`src/rtl/snn_cfg_pkg.sv`:
```
// Shared types and constants for the SNN configuration loader.
package snn_cfg_pkg;

  typedef enum logic [2:0] {
    ST_IDLE,
    ST_RECV,
    ST_CHECK,
    ST_COMMIT,
    ST_DONE
  } state_e;

  localparam int          NUM_PARAMS_DEF  = 15;
  localparam logic [7:0]  HEADER_DEF      = 8'hA5;
  localparam int          TIMEOUT_CYC_DEF = 255;

  // Fixed network register map; second-layer weights are 3x3 row-major from base.
  localparam logic [3:0] ADDR_THRESHOLD = 4'd0;
  localparam logic [3:0] ADDR_LEAK      = 4'd1;
  localparam logic [3:0] ADDR_REFRAC    = 4'd2;
  localparam logic [3:0] ADDR_W1_BASE   = 4'd3;
  localparam logic [3:0] ADDR_W2_BASE   = 4'd6;

endpackage

```
`src/rtl/snn_cfg_loader.sv`:
```
// Buffers one checksummed parameter frame from a byte stream, then commits it
// into the network register file one write per cycle while holding spikes off.
module snn_cfg_loader
  import snn_cfg_pkg::*;
#(
  parameter int         NUM_PARAMS  = NUM_PARAMS_DEF,
  parameter logic [7:0] HEADER      = HEADER_DEF,
  parameter int         TIMEOUT_CYC = TIMEOUT_CYC_DEF
) (
  input  logic       clk,
  input  logic       rst_n,
  input  logic       in_valid,
  input  logic [7:0] in_data,
  output logic       in_ready,
  output logic [3:0] cfg_addr,
  output logic [7:0] cfg_data,
  output logic       cfg_we,
  output logic       net_hold,
  output logic       busy,
  output logic       done,
  output logic       error
);

  localparam int TMO_W = $clog2(TIMEOUT_CYC + 1);
  localparam logic [3:0]       IDX_LAST = 4'(NUM_PARAMS - 1);
  localparam logic [TMO_W-1:0] TMO_LAST = TMO_W'(TIMEOUT_CYC - 1);

  state_e           state_q, state_d;
  logic [3:0]       idx_q, idx_d;
  logic [7:0]       sum_q, sum_d;
  logic [TMO_W-1:0] tmo_q, tmo_d;
  logic             error_q, error_d;
  logic [7:0]       buf_q [NUM_PARAMS];
  logic [7:0]       buf_d [NUM_PARAMS];
  logic             xfer;

  assign xfer = in_valid & in_ready;

  always_ff @(posedge clk or negedge rst_n) begin
    if (!rst_n) begin
      state_q <= ST_IDLE;
      idx_q   <= '0;
      sum_q   <= '0;
      tmo_q   <= '0;
      error_q <= 1'b0;
    end else begin
      state_q <= state_d;
      idx_q   <= idx_d;
      sum_q   <= sum_d;
      tmo_q   <= tmo_d;
      error_q <= error_d;
    end
  end

  // Payload storage needs no reset; it is always overwritten before commit.
  always_ff @(posedge clk) begin
    buf_q <= buf_d;
  end

  always_comb begin
    state_d = state_q;
    idx_d   = idx_q;
    sum_d   = sum_q;
    tmo_d   = tmo_q;
    error_d = error_q;
    buf_d   = buf_q;
    case (state_q)
      ST_IDLE: begin
        if (xfer && in_data == HEADER) begin
          state_d = ST_RECV;
          error_d = 1'b0;
          idx_d   = '0;
          sum_d   = '0;
          tmo_d   = '0;
        end
      end
      ST_RECV, ST_CHECK: begin
        if (xfer) begin
          tmo_d = '0;
          if (state_q == ST_RECV) begin
            buf_d[idx_q] = in_data;
            sum_d        = sum_q + in_data;
            idx_d        = idx_q + 4'd1;
            if (idx_q == IDX_LAST) state_d = ST_CHECK;
          end else if (in_data == sum_q) begin
            state_d = ST_COMMIT;
            idx_d   = '0;
          end else begin
            state_d = ST_IDLE;
            error_d = 1'b1;
          end
        end else if (tmo_q == TMO_LAST) begin
          // This idle cycle is the TIMEOUT_CYC-th in a row: abandon the frame.
          state_d = ST_IDLE;
          error_d = 1'b1;
          tmo_d   = '0;
        end else begin
          tmo_d = tmo_q + 1'b1;
        end
      end
      ST_COMMIT: begin
        idx_d = idx_q + 4'd1;
        if (idx_q == IDX_LAST) state_d = ST_DONE;
      end
      ST_DONE:  state_d = ST_IDLE;
      default:  state_d = ST_IDLE;
    endcase
  end

  // Outputs decode registered state only, so nothing from in_* reaches cfg_*.
  always_comb begin
    in_ready = (state_q == ST_IDLE) || (state_q == ST_RECV) || (state_q == ST_CHECK);
    cfg_we   = (state_q == ST_COMMIT);
    net_hold = (state_q == ST_COMMIT);
    busy     = (state_q != ST_IDLE);
    done     = (state_q == ST_DONE);
    error    = error_q;
    cfg_addr = '0;
    cfg_data = '0;
    if (state_q == ST_COMMIT) begin
      cfg_addr = idx_q;
      cfg_data = buf_q[idx_q];
    end
  end

endmodule

```
`config.mk`:
```
export PLATFORM = sky130hd
export DESIGN_NAME = snn_cfg_loader
export DESIGN_NICKNAME = d
export VERILOG_FILES = /design/src/rtl/snn_cfg_pkg.sv /design/src/rtl/snn_cfg_loader.sv
export SDC_FILE = /design/constraint.sdc
export NUM_CORES = 1
export LEC_CHECK = 0
export CORE_MARGIN = 4
export CORE_UTILIZATION = 45
export DETAILED_ROUTE_END_ITERATION = 16
export RECOVER_POWER = 100
export SLEW_MARGIN = 20
export SYNTH_ARGS = -nofsm -noshare
export SYNTH_HDL_FRONTEND = slang
export SYNTH_SLANG_ARGS = --single-unit
export TNS_END_PERCENT = 30
```
`constraint.sdc`:
```
create_clock -name clk -period 2 [get_ports clk]
set_input_delay 0.3 -clock clk [delete_from_list [all_inputs] [get_ports clk]]
set_output_delay 0.3 -clock clk [all_outputs]
set_load 0.01 [all_outputs]
```
; ---- Yosys cells after proc, flatten, opt, wreduce, memory -nomap -nowiden
; Index checks and enable logic that the tools add are counted.
[op_classes]
add_sub_neg = 3
magnitude_cmp = 2
n_eq_ne = 17
n_mux = 34
n_bitwise = 2
n_reduce_logical = 15
[op_table]
columns = cell, count
row1 = 120-bit bitwise mux, 1
row2 = 8-bit two-way mux, 9
row3 = 8-bit binary-select mux with 4-bit select, 1
row4 = 8-bit demux with 4-bit select, 1
row5 = 8-bit one-hot mux with 2 select lines, 2
row6 = 4-bit two-way mux, 5
row7 = 3-bit two-way mux, 6
row8 = "8-bit == test, second input constant", 2
row9 = "3-bit inequality test, second input constant", 4
row10 = 4-bit one-hot mux with 3 select lines, 1
row11 = 4-bit AND reduction, 3
row12 = 3-bit one-hot mux with 3 select lines, 1
row13 = "8-bit by 1-bit adder with 8-bit output, second input constant", 1
row14 = 8-bit adder, 1
row15 = 8-bit == test, 1
row16 = "3-bit by 2-bit == test with 1-bit output, second input constant", 2
row17 = "2-bit inequality test, second input constant", 3
row18 = 3-bit nonzero test, 2
row19 = "5-bit greater-or-equal comparator, second input constant", 1
row20 = "5-bit by 1-bit < comparator with 1-bit output, second input constant", 1
row21 = 1-bit two-way mux, 5
row22 = 4-bit inverter with 5-bit output, 1
row23 = 5-bit AND reduction, 1
row24 = "4-bit by 1-bit adder with 4-bit output, second input constant", 1
row25 = 15 further kinds, 17
[word_totals]
regBits = 144

; ---- Longest topological paths before layout
[logic_depth]
word_depth = 7
ltp_mapped = 9
depth_no_buf = 8

; ---- Least setup slack after synthesis
; Ideal clock, no wire load.
[synth_timing]
path_type = reg2reg
from = register, netlist name idx_q[0]
to = register buf_q[100] (netlist name) (enable)
arrival_ns = 1.821
setup_slack_ns = -0.204
path_stages_with_launch = 8
n_path_buf = 3
period_less_slack_ns = 2.204
cell_sequence = dfrtp_1 -> buf_6 -> buf_6 -> clkbuf_1 -> inv_1 -> ha_1 -> nand2_1 -> nor3_1
[synth_lines]
columns = item, line
row1 = end signal: assignment, snn_cfg_loader.sv:57  ; buf_q <= buf_d;
row2 = end: declaration, snn_cfg_loader.sv:33  ; logic [7:0] buf_q [NUM_PARAMS];

; ---- Worst setup path after layout
[layout_timing]
from = register idx_q[0]
to = output cfg_data[7]
[layout_between]
elab_chain_len = 5
[layout_lines]
columns = item, line
row1 = start: declaration, snn_cfg_loader.sv:29  ; logic [3:0] idx_q, idx_d;
row2 = start signal: assignment, snn_cfg_loader.sv:48  ; idx_q <= idx_d;
row3 = 4-bit inverter with 5-bit output (not written as such), snn_cfg_loader.sv:122  ; cfg_data = buf_q[idx_q];
row4 = 8-bit binary-select mux with 4-bit select, snn_cfg_loader.sv:122
row5 = 8-bit two-way mux (not written as such) (2 in series), snn_cfg_loader.sv:122
row6 = 8-bit two-way mux, snn_cfg_loader.sv:120  ; if (state_q == ST_COMMIT) begin
row7 = end: declaration, snn_cfg_loader.sv:16  ; output logic [7:0] cfg_data,
; No other way between the ends. The select of a mux whose other input is x is not followed.

==> results by group <==
Setup path
  • Reg2reg start: state_q[1]
  • Type of origin of the critical path: flip-flop
  • Critical Path End Type: primary output
  • Required @ worst endpoint: roughly 1.7 ns
  • Register-to-Register Setup Slack: ~0.03 ns
  • Reg-to-Reg End: tmo_q[7]
  • Crit-path max FO: 8
  • Setup CP Type: reg2out
  • Path depth of the worst reg2reg path: 7
  • Critical Path Source: idx_q[0]
  • Critical Path AT: 2.35 ns

Yosys
  • Main combinational cell family by area after synthesis: multiplexers
  • Adder-cell share of the synthesized area: between 2 and 3%
  • Commonest cells post-synth: edfxtp_1 (120), o21ai_0 (27), nand2_1 (25), nor2_1 (25), dfrtp_1 (24)
  • Xor/xnor share of the synthesized area: less than 1%
  • Dominant cell type by area after synthesis: edfxtp_1
  • Seq/Total Area, Yosys: 65.15%
  • Area of the mapped netlist: 6452 sq um
  • Post-synthesis average cell area: 15.93 sq um
  • Synth Flop Type: edfxtp_1
  • Yosys reg bits: 144
  • Synth cell types: 52
  • Number of synthesized flops with an enable pin: 120
  • Yosys top cell area share: a little under three fifths
  • Synth async-reset ratio: roughly 17%
  • Yosys warning count: 0
  • Complex-gate fraction of the synthesized area: just under 6%
  • Mapped Cells: 405
  • Synth top area cells: edfxtp_1 (56%), mux4_1 (9.4%), dfrtp_1 (9.3%), mux4_2 (3.1%), ha_1 (2.5%)
  • Mux contribution to synthesized area: 14.74%
  • Count leader, synth: edfxtp_1
  • Post-Synth Simple-Gate Area: under 10%
  • Net Count, Synth: 430

Power and ir drop
  • Total internal power: roughly 7700 uW
  • PwrDens: about 1400 nW/um^2
  • Comb pwr share: 37.8%
  • Sequential share of power: between 30% and 40%
  • Net Sw Power: 3311 uW
  • Switching fraction of total power: between 20% and 30%
  • Peak supply drop: 0.6914 mV
  • Clock power frac: ~28%
  • Leakage: 0.003060 uW

Timing
  • Slew Limit Fails: 0
  • FMAX: 0.3767 GHz
  • Final Hold Slack: 0.2813 ns
  • Slew @ Worst Pin: about 1.5 ns
  • Tmin final: around 2.7 ns
  • Post-route setup slack: -0.6548 ns
  • Skew final: roughly 0.0056 ns
  • Setup Viol. Count Final: 15
  • Slew HR: about 3.2%
  • Unrepaired setup endpoints after global routing: yes
  • Post-route clock period utilization: 132.7%
  • Hold Vio Cnt, Final: 0

Route
  • DRC viols: 0
  • Routed WL: 15350 microns
  • Drt wl/cell: 21.47 microns
  • Vias per std cell: 5.501
  • Via count: around 3900
  • First DRT Iteration DRCs: about 400
  • Post-route ant nets: 0
  • Pre-antenna DRT Iters: 4

Cells and area
  • P&R area growth vs syn: 26.02%
  • Fin nets: 547
  • Fin cells: 715
  • Antenna diodes: 0
  • Fraction of layout cells with a size suffix above 1: about a third

Placement
  • Gpl congestion: approximately 0.85
  • HPWL Detailed: around 10000 microns
  • Place WS: -0.6397 ns
  • IO Port Bufs: 28
  • Inst Count DP: ~670

GRT
  • Largest net degree at the start of global routing: 25
  • Grt total ovfl: 0
  • Initial antenna violation count: 0
  • GRT Total Usage: 20.03%
  • Vias in the first global route: roughly 4100
  • Global-route wire length before repair: ~24000 microns

Clocking
  • Maximum buffer depth of the clock tree: 2
  • Number of CTS-inserted buffers: 17
  • H-tree Lvls: 4
  • CTS clk-pin slew, worst paths: about 0.060 ns
  • Clock sink count: between 100 and 150
  • TritonCTS clock tree: done
  • Hold-fix buffers, CTS: 0
  • Clock root buffer: clkbuf_16
  • Clock Latency Late Sink: about 0.42 ns

Status
  • Outcome: finished with violations
  • Violated checks: negative setup slack

Min path
  • Worst hold stages: 1
  • Worst Hold Endpoint: buf_q[83]
  • Worst min-delay path startpoint: in_data[3]
  • Hold WC Path Type: in2reg

Floorplan
  • Die H: approximately 130 microns
  • Initial Utilization: a little under half
  • Core Region: approximately 14000 sq um
  • Die width: 127.7 microns
  • # IOs: 29
  • Die Area: ~16000 sq um
  • Num rows: 43

Flow run
  • Max Cap Viol: 0
-- metrics by stage --
step	TNS, ns	cell area, sq um	util, %	power, uW
4_1_cts	-5.920	8163	58.35	11170
6_report	-6.255	8132	58.13	11050
2_1_floorplan	-6.342	6457	-	6127
5_1_grt	-10.70	8132	58.13	11620
3_5_place_dp	-23.07	7522	53.77	7597
3_3_place_gp	-20.68	7522	53.77	7526
-- layer usage --
metal	track usage, %	part of all wire (%)	vias up
met4	9.800	3.8	0
met5	0	0	-
met2	33.09	50	125
met3	4.375	5.4	36
met1	25.12	41	1963
li1	-	-	1809
-- how the worst max path moves through the flow --
stage	end	slack, ns	depth (start not counted)
global placement	cfg_data[7]	-0.62	5
floorplan	buf_q[104]	-0.20	5
finish	cfg_data[7]	-0.65	6
CTS	cfg_data[7]	-0.68	6
global route	cfg_data[7]	-0.72	6
detailed placement	cfg_data[1]	-0.64	5
-- kinds of logic after synthesis --
| kind of cell | Yosys count |
|---|---|
| multiplexers | 46 |
| buffers and inverters | 29 |
| AND/OR/NAND/NOR | 107 |
| flip-flops | 144 |
| XOR/XNOR | 5 |
| AO/OA/AOI/OAI | 60 |
| adder cells (fa/ha/maj) | 14 |
-- cell type report --
class	count	area (sq um)
Sequential cell	144	4207
Timing Repair Buffer	118	939.7
Tap cell	180	225.2
Clock buffer	20	436.7
Inverter	9	36.28
Multi-Input combinational cell	232	2145
Clock inverter	12	142.6
Fill cell	1116	5857
-- flip-flops by register name, summed over array words and instances, names as in the netlist --
name     count
idx_q        4
tmo_q        8
error        1
sum_q        8
state_q      3
buf_q      120
-- power groups by stage --
stage          clock, uW  combinational [uW]  sequential, uW
6_report            3100                4170            3780
5_1_grt             3300                4530            3800
4_1_cts             3140                4270            3760
3_5_place_dp           0                3790            3810
3_3_place_gp           0                3730            3790
2_1_floorplan          0                2380            3750
-- worst max-delay path: stages (launching register included) --
cell	delay, ns
dfrtp_2	0.41
buf_12	0.12
buf_12	0.13
mux4_2	0.50
mux4_2	0.50
and2_1	0.15
buf_2	0.13
-- placed cells by master, fill, tap and decap left out, types with 4 or more instances in the layout --
cell / synthesis / final
nand2_1: 25 / 24
nor3_1: 9 / 6
dlygate4sd2_1: 0 / 7
nand2b_1: 8 / 8
buf_12: 0 / 6
mux2i_1: 11 / 6
mux4_2: 9 / 32
a21oi_1: 6 / 5
buf_4: 1 / 61
edfxtp_1: 120 / 120
ha_1: 13 / 11
clkbuf_1: 10 / 19
nand3_1: 4 / 4
o21ai_0: 27 / 27
clkbuf_2: 0 / 4
and2_1: 9 / 6
buf_6: 2 / 10
a22o_1: 4 / 4
and3_1: 6 / 6
buf_2: 5 / 6
dfrtp_1: 24 / 22
nor2_1: 25 / 24
mux2i_2: 0 / 5
clkbuf_16: 0 / 17
inv_1: 9 / 8
a21o_1: 6 / 6
clkinv_2: 0 / 4
-- repair_timing --
item,CTS,global route
buffers inserted,6,4
pin swaps,8,3
resized for setup,98,25
cloned,2,0
endpoints found under the setup margin,79,116
No activity file was read; power rests on OpenSTA's default activity.
